**config.mk**
```make
export PLATFORM = sky130hd
export DESIGN_NAME = demux4_rr_dispatch
export DESIGN_NICKNAME = d
export VERILOG_FILES = /design/src/rtl/demux4_rr_dispatch_pkg.sv /design/src/rtl/demux4_rr_dispatch_demux.sv /design/src/rtl/demux4_rr_dispatch.sv
export SDC_FILE = /design/constraint.sdc
export NUM_CORES = 1
export LEC_CHECK = 0
export CAP_MARGIN = 10
export CORE_MARGIN = 2
export CORE_UTILIZATION = 45
export DETAILED_ROUTE_END_ITERATION = 8
export PLACE_DENSITY_LB_ADDON = 0.15
export SKIP_CTS_REPAIR_TIMING = 1
export SLEW_MARGIN = 30
export SYNTH_ARGS = -nofsm -noshare
export SYNTH_HDL_FRONTEND = slang
export SYNTH_SLANG_ARGS = --single-unit
```
**constraint.sdc**
```tcl
create_clock -name clk -period 2.79 [get_ports clk]
set_input_delay 0.6975 -clock clk [delete_from_list [all_inputs] [get_ports clk]]
set_output_delay 0.6975 -clock clk [all_outputs]
set_load 0.03 [all_outputs]
```
**src/rtl/demux4_rr_dispatch_pkg.sv**
```systemverilog
// Shared constants and types for the 4-channel round-robin dispatcher.
// Channel indices are 2 bits wide so pointer arithmetic wraps modulo 4 on its own.
package demux4_rr_dispatch_pkg;

  localparam int DEFAULT_WIDTH = 16;
  localparam int NUM_CH        = 4;

  typedef enum logic {
    MODE_RR    = 1'b0,
    MODE_FIXED = 1'b1
  } mode_e;

  typedef logic [1:0] ch_t;

endpackage

```
**src/rtl/demux4_rr_dispatch_demux.sv**
```systemverilog
// 1-to-4 data demultiplexer: routes the input word to the selected output.
// The outputs that are not selected are driven to zero.
module demux4to1_16bit
  import demux4_rr_dispatch_pkg::*;
#(
  parameter int WIDTH = DEFAULT_WIDTH
) (
  input  logic [WIDTH-1:0] in,
  input  logic [1:0]       sel,
  output logic [WIDTH-1:0] out1,
  output logic [WIDTH-1:0] out2,
  output logic [WIDTH-1:0] out3,
  output logic [WIDTH-1:0] out4
);

  always_comb begin
    out1 = '0;
    out2 = '0;
    out3 = '0;
    out4 = '0;
    case (sel)
      2'd0:    out1 = in;
      2'd1:    out2 = in;
      2'd2:    out3 = in;
      default: out4 = in;
    endcase
  end

endmodule

```
**src/rtl/demux4_rr_dispatch.sv**
```systemverilog
// Dispatches a stream of words into four one-word channel slots, either
// round-robin over empty slots or pinned to a configured channel.
module demux4_rr_dispatch
  import demux4_rr_dispatch_pkg::*;
#(
  parameter int WIDTH = DEFAULT_WIDTH
) (
  input  logic              clk,
  input  logic              reset,
  input  logic [WIDTH-1:0]  in_data,
  input  logic              in_valid,
  output logic              in_ready,
  input  logic              mode,
  input  logic [1:0]        cfg_sel,
  output logic [WIDTH-1:0]  out_data0,
  output logic [WIDTH-1:0]  out_data1,
  output logic [WIDTH-1:0]  out_data2,
  output logic [WIDTH-1:0]  out_data3,
  output logic [NUM_CH-1:0] out_valid,
  input  logic [NUM_CH-1:0] out_ready,
  output logic [1:0]        last_sel
);

  ch_t              ptr;
  ch_t              rr_target;
  logic             rr_found;
  logic [2*NUM_CH-1:0] rotated;
  ch_t              target;
  logic             accept;
  logic [NUM_CH-1:0] load_en;
  logic [WIDTH-1:0] fan [NUM_CH];
  logic [WIDTH-1:0] slot_data [NUM_CH];

  // Rotate occupancy so the search starts at ptr; a draining slot still reads
  // as full, so there is no same-cycle bypass. Lowest rotated index wins.
  always_comb begin
    rotated   = {out_valid, out_valid} >> ptr;
    rr_found  = 1'b0;
    rr_target = ptr;
    for (int k = NUM_CH - 1; k >= 0; k--) begin
      if (!rotated[k]) begin
        rr_found  = 1'b1;
        rr_target = ptr + ch_t'(k);
      end
    end
  end

  always_comb begin
    if (mode_e'(mode) == MODE_FIXED) begin
      target   = cfg_sel;
      in_ready = !out_valid[cfg_sel];
    end else begin
      target   = rr_target;
      in_ready = rr_found;
    end
  end

  assign accept = in_valid && in_ready;

  demux4to1_16bit #(
    .WIDTH(WIDTH)
  ) u_fanout (
    .in  (in_data),
    .sel (target),
    .out1(fan[0]),
    .out2(fan[1]),
    .out3(fan[2]),
    .out4(fan[3])
  );

  always_comb begin
    for (int i = 0; i < NUM_CH; i++) begin
      load_en[i] = accept && (target == ch_t'(i));
    end
  end

  // A slot never loads while full, so load and drain of one slot cannot collide.
  always_ff @(posedge clk) begin
    if (reset) begin
      out_valid <= '0;
      ptr       <= '0;
      last_sel  <= '0;
      for (int i = 0; i < NUM_CH; i++) begin
        slot_data[i] <= '0;
      end
    end else begin
      for (int i = 0; i < NUM_CH; i++) begin
        if (load_en[i]) begin
          out_valid[i] <= 1'b1;
          slot_data[i] <= fan[i];
        end else if (out_ready[i]) begin
          out_valid[i] <= 1'b0;
        end
      end
      if (accept) begin
        last_sel <= target;
        if (mode_e'(mode) == MODE_RR) begin
          ptr <= target + 2'd1;
        end
      end
    end
  end

  assign out_data0 = slot_data[0];
  assign out_data1 = slot_data[1];
  assign out_data2 = slot_data[2];
  assign out_data3 = slot_data[3];

endmodule

```
# Word-level counts from Yosys, hierarchy flattened
# Memory sizes are Yosys's and may differ from the RTL's.
# Cells that the tools add are included.
[op_classes]
n_reduce_logical = 13
n_mux = 42
n_addsub = 4
order_cmp = 1
n_eq_ne = 3
n_bitwise = 5
shift = 1
[ops]
columns = ["op", "count"]
rows = [
  ["2-to-1 mux 16 bit", 8],
  ["2-to-1 mux 1 bit", 28],
  ["2-to-1 mux 2 bit", 5],
  ["nonzero test 2 bit", 4],
  ["right shift 8 x 2 -> 4 bit", 1],
  ["logical AND 1 bit", 5],
  ["adder 2 x 1 -> 2 bit, second input constant", 2],
  ["adder 2 bit, second input constant", 2],
  ["== test 2 bit, second input constant", 2],
  ["bitwise OR 1 bit", 4],
  ["less-than comparator 2 x 3 -> 1 bit, second input constant", 1],
  ["OR reduction 3 bit", 1],
  ["binary-select mux 1 bit (select 2 bit)", 1],
  ["== test 2 x 1 -> 1 bit, second input constant", 1],
  ["zero test 2 bit", 1],
  ["AND reduction 2 bit", 1],
  ["zero test 1 bit", 1],
  ["inverter 1 bit", 1],
]
[totals]
ram_bits = 64
regBits = 8
inputBits = 26
memories = 1
elab_cells = 76
[memory_table]
columns = ["memory", "words", "width", "rd", "rd_clocked_by_memory_dff", "write_ports", "line_no", "text"]
rows = [
  ["slot_data", 4, 16, 4, 0, 4, "demux4_rr_dispatch.sv:32", "logic [WIDTH-1:0] slot_data [NUM_CH];"],
]

# Depth between registers and ports, before layout
# Gate-level depths: netlist (run 1).
[depth]
word_depth = 12
mapped_depth = 10
ltp_nobuf = 8

# Cells and area by module
# A second synthesis (run 1) with hierarchy kept.
[unflattened]
cells_unflattened = 281
hier_area_um2 = 3761.1
[by_module_without_submodules]
columns = ["mod", "instances", "cells_per_inst", "area_each_um2"]
rows = [
  ["demux4_rr_dispatch", 1, 203, 3026.7],
  ["demux4to1_16bit", 1, 78, 734.5],
]

# Worst setup path after synthesis (run 1)
# Ideal clock, no wire load.
[synth_path]
path_kind = "flip-flop to flip-flop"
startpoint = "register out_valid[3]"
endpoint = "memory slot_data[3][10] in the netlist's numbering (data pin)"
path_stages_with_launch = 10
arrival_time_ps = 2249
required_time_ps = 2659
synth_period_minus_slack_ps = 2380
path_slack_ps = 410
path_cell_list = "dfxtp_1 > a21boi_0 > o21ai_0 > a41oi_1 > inv_1 > ha_1 > nand3b_1 > nor4_4 > buf_6 > and2_1"
[synth_lines]
columns = ["element", "line_no", "text"]
rows = [
  ["start: declaration", "demux4_rr_dispatch.sv:19", "output logic [NUM_CH-1:0] out_valid,"],
  ["start signal: assignment", "demux4_rr_dispatch.sv:80", "out_valid <= '0;"],
  ["start signal: indexed assignment", "demux4_rr_dispatch.sv:89", "out_valid[i] <= 1'b1;"],
  ["start signal: indexed assignment", "demux4_rr_dispatch.sv:92", "out_valid[i] <= 1'b0;"],
  ["end: declaration", "demux4_rr_dispatch.sv:32", ""],
]

# Worst setup path in the final report (run 1)
[layout_path]
startpoint = "input cfg_sel[0]"
endpoint = "output in_ready"
[layout_between]
elab_chain_len = 4
[layout_lines]
columns = ["element", "line_no", "text"]
rows = [
  ["start: declaration", "demux4_rr_dispatch.sv:14", "input logic [1:0] cfg_sel,"],
  ["binary-select mux 1 bit (select 2 bit)", "demux4_rr_dispatch.sv:51", "in_ready = !out_valid[cfg_sel];"],
  ["2-to-1 mux 1 bit (not written as such)", "demux4_rr_dispatch.sv:51", ""],
  ["zero test 1 bit", "demux4_rr_dispatch.sv:51", ""],
  ["2-to-1 mux 1 bit", "demux4_rr_dispatch.sv:49", "if (mode_e'(mode) == MODE_FIXED) begin"],
  ["end: declaration", "demux4_rr_dispatch.sv:12", "output logic in_ready,"],
]
# No other way between the ends. The select of a mux whose other input is x is not followed.

==> results of run 1 <==
[area by class of cell]
class	count	area [µm²]
well taps	77	96.3
clock inverters	7	95.1
repair buffers	111	1130
fillers	479	2030
inverters	5	18.8
clock buffers	9	124
multi-input cells	123	845
flip-flops and latches	72	2080
[per-layer routing]
layer	up-vias	global-route usage (%)	share of wire [%]
met4	0	8.37	1.4
met1	957	23.8	41
met5	-	0	0
met3	9	3.37	5.6
met2	66	32.3	52
li1	969	-	-
[worst register-to-register path: stages (launching register included)]
cell and delay, ns:
dfxtp_1 0.48, nor2_1 0.09, a2111oi_1 0.49, o31ai_1 0.23, ha_1 0.36, nand3b_1 0.13, nor4_4 0.29, buf_12 0.18
and2_1 0.13
[metrics by stage]
stage               hold slack [ns]  utilization [%]
finish                        0.499             68.4
global route                  0.513             68.4
CTS                           0.506             68.1
detailed placement            0.486             64.7
global placement              0.475             64.7
floorplan                     0.518                -
[how the worst min path moves through the flow]
stage | startpoint | endpoint | slack [ns] | cells after the start
2_1_floorplan | ptr[1]$_SDFFE_PP0P_ | ptr[1]$_SDFFE_PP0P_ | 0.52 | 2
3_3_place_gp | last_sel[1]$_SDFFE_PP0N_ | last_sel[1]$_SDFFE_PP0N_ | 0.48 | 2
3_5_place_dp | last_sel[1]$_SDFFE_PP0N_ | last_sel[1]$_SDFFE_PP0N_ | 0.49 | 2
4_1_cts | last_sel[1]$_SDFFE_PP0N_ | last_sel[1]$_SDFFE_PP0N_ | 0.51 | 2
5_1_grt | last_sel[1]$_SDFFE_PP0N_ | last_sel[1]$_SDFFE_PP0N_ | 0.51 | 2
6_report | last_sel[1]$_SDFFE_PP0N_ | last_sel[1]$_SDFFE_PP0N_ | 0.50 | 2
[sequential cells by signal, summed over array words and instances (netlist names)]
signal     flops
slot_data     64
out_valid      4
last_sel       2
ptr            2
[power by group]
| part | internal (µW) | switching (µW) |
|---|---|---|
| Sequential | 1250 | 29.0 |
| Combinational | 214 | 271 |
| Clock | 504 | 395 |
[kinds of logic after synthesis]
family	synth area share (%)
mux	0.666
buf+inv	2.66
compound gates	6.12
fa+ha+maj	1.67
flops	69.3
simple gates	19.6
[cells in the final DEF, fill, tap and decap left out, types with 2 or more instances in the layout]
cell             instances
buf_12                   5
nand4_1                  2
o22ai_1                  2
and4_4                   3
nor2_1                  10
nand3_1                  2
clkdlybuf4s50_1         95
nand2_1                  3
nand2b_1                 3
a21boi_0                 2
and2_2                   5
and2_4                   3
o21ai_1                  2
mux2i_1                  2
buf_4                   11
dfxtp_1                  8
a211oi_1                 2
inv_1                    5
edfxtp_1                64
clkbuf_8                 9
and2_1                  57
ha_1                     4
a21o_1                   6
clkinv_2                 2
a21oi_1                  2
bufinv_16                2
==> results.md, run 1 <==
- # DRC: 10
- Clock H-tree levels: 3
- Max Cap Viol: 0
- Setup CP Type: in2out
- Hold/Removal Path Class: reg2reg
- Non-filler cells in the finished layout: 404
- Peak Freq: 375 MHz
- Main area contributors after synthesis: edfxtp_1, and2_1, dfxtp_1, buf_6, ha_1
- CP delay by family, top: buffers and inverters
- Static Leakage: 0.00172 µW
- WP data required: 2.09 ns
- Synth top area share: 63.9%
- Worst-path cell with the longest stage delay: clkdlybuf4s50_1
- Largest net degree at the start of global routing: 18
- Avg Vias per Cell: 4.95
- Placed insts: 387
- Crit. End Element: output port
- Final nets: 352
- Crit path depth: 6
- Port Buffer Count: 96
- Post-synthesis sequential area ratio: 69.3%
- Congestion Overflow GR: 0
- Peak VDD IR: 0.297 mV
- RSZ-0062 raised after global routing: false
- Reg2reg setup slack: 0.30 ns
- Startpoint of the worst register-to-register path: out_valid[0]$_SDFFE_PP0P_
- Most used cell, CP: buf_4
- Failing checks: design-rule violations
- Area added between synthesis and finish: 46.2%
- # diodes: 0
- Count leader, synth: edfxtp_1
- Yosys warns: 0
- Worst Path Max Fanout: 3
- Clk pin slew, worst setup/hold paths: 0.08 ns
- Post-route setup slack: 0.126 ns
- Core Box Area: 6420 µm²
- Vias in the first global route: 1996
- Worst Clk Skew: 0.00814 ns
- Critical path buffer and inverter count: 3
- Clk sinks: 72
- Final worst path period share: 95.5%
- Worst r2r path cells: 8
- Asr flop ratio synth: 0%
- Critical R2R Capture: slot_data[3][12]$_SDFFCE_PP0P_
- Syn Inst Count: 206
- Syn_area_per_cell: 14.6 µm²
- Final ANT Viol Nets: 0
- Main synth FF type: edfxtp_1
- First DRT Iteration DRCs: 146
- GRT Total Usage: 19.0%
- Die width: 85.7 µm
- Root Buffer: clkbuf_8
- Setup crit start: cfg_sel[0]
- Pwr per Cell Area: 606 nW/µm²
- Final hold vios: 0
- Detailed-placement wirelength estimate: 4.51 mm
- Yosys cell types: 35
- Post-Syn Nets: 236
- Final Instance Area: 4390 µm²
- Total number of vias: 2001
- Dominant cell type by area after synthesis: edfxtp_1
- Final Max Tran Viols: 0
- Post-synth EDFFs: 64
- Avg WL per Cell: 16.5 µm
- Routability cong.: 0.874
- First-pass GRT wire length: 10.3 mm
- Die H: 85.7 µm
- Layout cells sized above 1: 14.7%
- Row count: 29
- Initial antenna violation count: 0
- Die area: 7350 µm²
- Critical Path AT: 1.97 ns
- Dpl ws: -0.222 ns
- Ports: 97
- Clk buf depth: 2
- Synth cell count leaders: edfxtp_1, and2_1, nor2_1, dfxtp_1, a21o_1
- Crit path to: in_ready
- CP peak stage delay: 0.47 ns
- Fin crit period: 2.66 ns
- Initial Utilization: 46.8%
- CTS tree: built
- Cts bufs inserted: 9
- Clk Latency, worst-skew pair: 0.34 ns
- Placed cell area: 4150 µm²
- Slew headroom: 65.5%
- Crit-path cells: clkdlybuf4s50_1 -> buf_4 -> mux2i_1 -> o22ai_1 -> nor2_1 -> buf_4
- Status: finished, violations left
- Slew @ Worst Pin: 0.517 ns
- Final setup viols: 0
- Synthesized cell area: 3010 µm²
- Drt total wl: 6.67 mm
- Total power: 2660 µW
- Total negative slack: 0 ns
- DRT Pass-1 Iters: 6
- Crit path launch type: input port
- Seq cells post-synth: 72
Power figures use the tool's default switching activity.
==> run 2: changes to the inputs <==
--- a/config.mk
+++ b/config.mk
@@ -6,8 +6,10 @@
 export NUM_CORES = 1
 export LEC_CHECK = 0
 export CAP_MARGIN = 10
+export CELL_PAD_IN_SITES_DETAIL_PLACEMENT = 1
+export CELL_PAD_IN_SITES_GLOBAL_PLACEMENT = 2
 export CORE_MARGIN = 2
-export CORE_UTILIZATION = 45
+export CORE_UTILIZATION = 30
 export DETAILED_ROUTE_END_ITERATION = 8
 export PLACE_DENSITY_LB_ADDON = 0.15
 export SKIP_CTS_REPAIR_TIMING = 1
==> run 2 against run 1 <==
The run now ends clean. Critical path depth stayed put. Routed wire length is 13% higher. Global-route usage shrank 4.6 points. Core utilization is 22 points lower. Setup slack got worse by 0.033 ns. Clock skew increased by 0.0017 ns. Critical endpoint unchanged. Largest cell class unchanged.
==> results.md, run 2 (synthesis results as in run 1) <==
- Slew @ Worst Pin: 0.460 ns (-0.0571 ns)
- Root Buffer: clkbuf_8
- Die H: 104 µm (+21%)
- Avg Vias per Cell: 4.37 (-12%)
- CTS tree: built
- Final setup viols: 0 (unchanged)
- Max reg flops: 64 (unchanged)
- Total negative slack: 0 ns (unchanged)
- First-pass GRT wire length: 11.8 mm (+14%)
- GRT Total Usage: 14.4% (-4.6 points)
- Worst-path cell with the longest stage delay: clkdlybuf4s50_1
- Drt total wl: 7.55 mm (+13%)
- CP peak stage delay: 0.47 ns (about the same)
- Fin crit period: 2.70 ns (+0.0328 ns)
- # diodes: 0 (unchanged)
- Clk sinks: 72 (unchanged)
- Die width: 104 µm (+21%)
- Dpl ws: -0.275 ns (-0.0534 ns)
- Clk buf depth: 2 (unchanged)
- Congestion Overflow GR: 0 (unchanged)
- Final worst path period share: 96.6% (+1.2 points)
- Crit path launch type: input port
- Crit-path cells: clkdlybuf4s50_1 -> buf_4 -> mux2i_4 -> o22ai_4 -> nor2_1 -> buf_4
- Vias in the first global route: 2148 (+7.6%)
- WP data required: 2.09 ns (about the same)
- Final Max Tran Viols: 0 (unchanged)
- Static Leakage: 0.00172 µW (+0.35%)
- # fillers: 1018 (+110%)
- Clk Latency, worst-skew pair: 0.34 ns (about the same)
- Port Buffer Count: 96 (unchanged)
- Status: completed
- Area added between synthesis and finish: 50.6%
- Slew headroom: 68.6% (+3.1 points)
- Row count: 36 (+24%)
- Most frequent cells in the layout: clkdlybuf4s50_1, edfxtp_1, and2_1
- Clock H-tree levels: 3 (unchanged)
- Setup CP Type: in2out
- Final nets: 355 (+0.85%)
- Final ANT Viol Nets: 0 (unchanged)
- Pwr per Cell Area: 608 nW/µm² (+0.37%)
- Routability cong.: 0.783 (-10%)
- Placed insts: 446 (+15%)
- Core Box Area: 9730 µm² (+51%)
- Commonest non-fill, non-tap cell in the layout: clkdlybuf4s50_1
- Avg WL per Cell: 16.3 µm (-0.90%)
- Peak VDD IR: 0.253 mV (-15%)
- Total number of vias: 2020 (+0.95%)
- Post-route setup slack: 0.0936 ns (-0.0328 ns)
- Finished Core Util: 46.5% (-22 points)
- Largest Register: slot_data
- Ports: 97 (unchanged)
- RSZ-0062 raised after global routing: false
- First DRT Iteration DRCs: 42 (-71%)
- Peak Freq: 371 MHz (-1.2%)
- Initial Utilization: 30.9% (-16 points)
- Worst Path Max Fanout: 3 (unchanged)
- Layout cells sized above 1: 15.8% (+1.1 points)
- Largest net degree at the start of global routing: 18 (unchanged)
- Top flop regs: slot_data (64), out_valid (4)
- Crit. End Element: output port
- Cts bufs inserted: 9 (unchanged)
- Final hold vios: 0 (unchanged)
- Non-filler cells in the finished layout: 462 (+14%)
- # DRC: 0 (-10)
- DRT Pass-1 Iters: 4 (-2)
- Detailed-placement wirelength estimate: 5.28 mm (+17%)
- Total power: 2750 µW (+3.4%)
- Worst Clk Skew: 0.00982 ns (+0.00168 ns)
- Initial antenna violation count: 0 (unchanged)
- Most used cell, CP: buf_4
- Hold/Removal Path Class: reg2reg
- Die area: 10800 µm² (+47%)
- Critical Path AT: 2.00 ns (+0.03 ns)
- Clk pin slew, worst setup/hold paths: 0.07 ns (about the same)
- Max Cap Viol: 0 (unchanged)
[run 2: cell count changes in the layout (fill, tap and decap cells not counted), moves of 2 or more]
cell and change:
buf_4 +4, clkinv_2 -2, mux2i_1 -2, mux2i_4 +2
[run 2: per-layer routing]
metal	up-vias	global-route usage (%)	part of all wire [%]
met4	0	4.92	1.3
met1	984	17.6	43
li1	977	-	-
met2	52	24.4	51
met3	7	4.14	4.8
met5	-	0	0
[run 2: layout make-up]
type                    count  area [µm²]  area share (%)
well taps                 133         166            3.68
repair buffers            114        1140            25.3
multi-input cells         123         882            19.5
flip-flops and latches     72        2080            46.0
clock inverters             6         109            2.41
inverters                   5        18.8           0.415
clock buffers               9         124            2.74
[run 2: worst paths after layout]
kind                                                        to                 startpoint  slack [ns]  cells past startpoint
worst max-delay path                                  in_ready                 cfg_sel[0]        0.09                      6
worst min-delay path                  last_sel[1]$_SDFFE_PP0N_   last_sel[1]$_SDFFE_PP0N_        0.48                      2
worst max register to register  slot_data[3][11]$_SDFFCE_PP0P_  out_valid[0]$_SDFFE_PP0P_        0.23                      9
worst min register to register        last_sel[1]$_SDFFE_PP0N_   last_sel[1]$_SDFFE_PP0N_        0.48                      2
[run 2: report_power, final]
part,switching (µW),internal (µW)
clock network,388,586
logic,278,221
registers,29.6,1250
total,696,2060
[run 2: through the flow]
stage / hold WS (ns) / cell area, µm²
after CTS: 0.490 / 4470
after detailed placement: 0.470 / 4230
after floorplan: 0.518 / 3010
after global routing: 0.519 / 4530
final: 0.484 / 4530
after global placement: 0.485 / 4230
[run 2: critical path: cells and delay by family]
kind / cells / cell delay, ns
compound gates: 1 / 0.12
buf+inv: 3 / 0.79
mux: 1 / 0.27
simple gates: 1 / 0.11
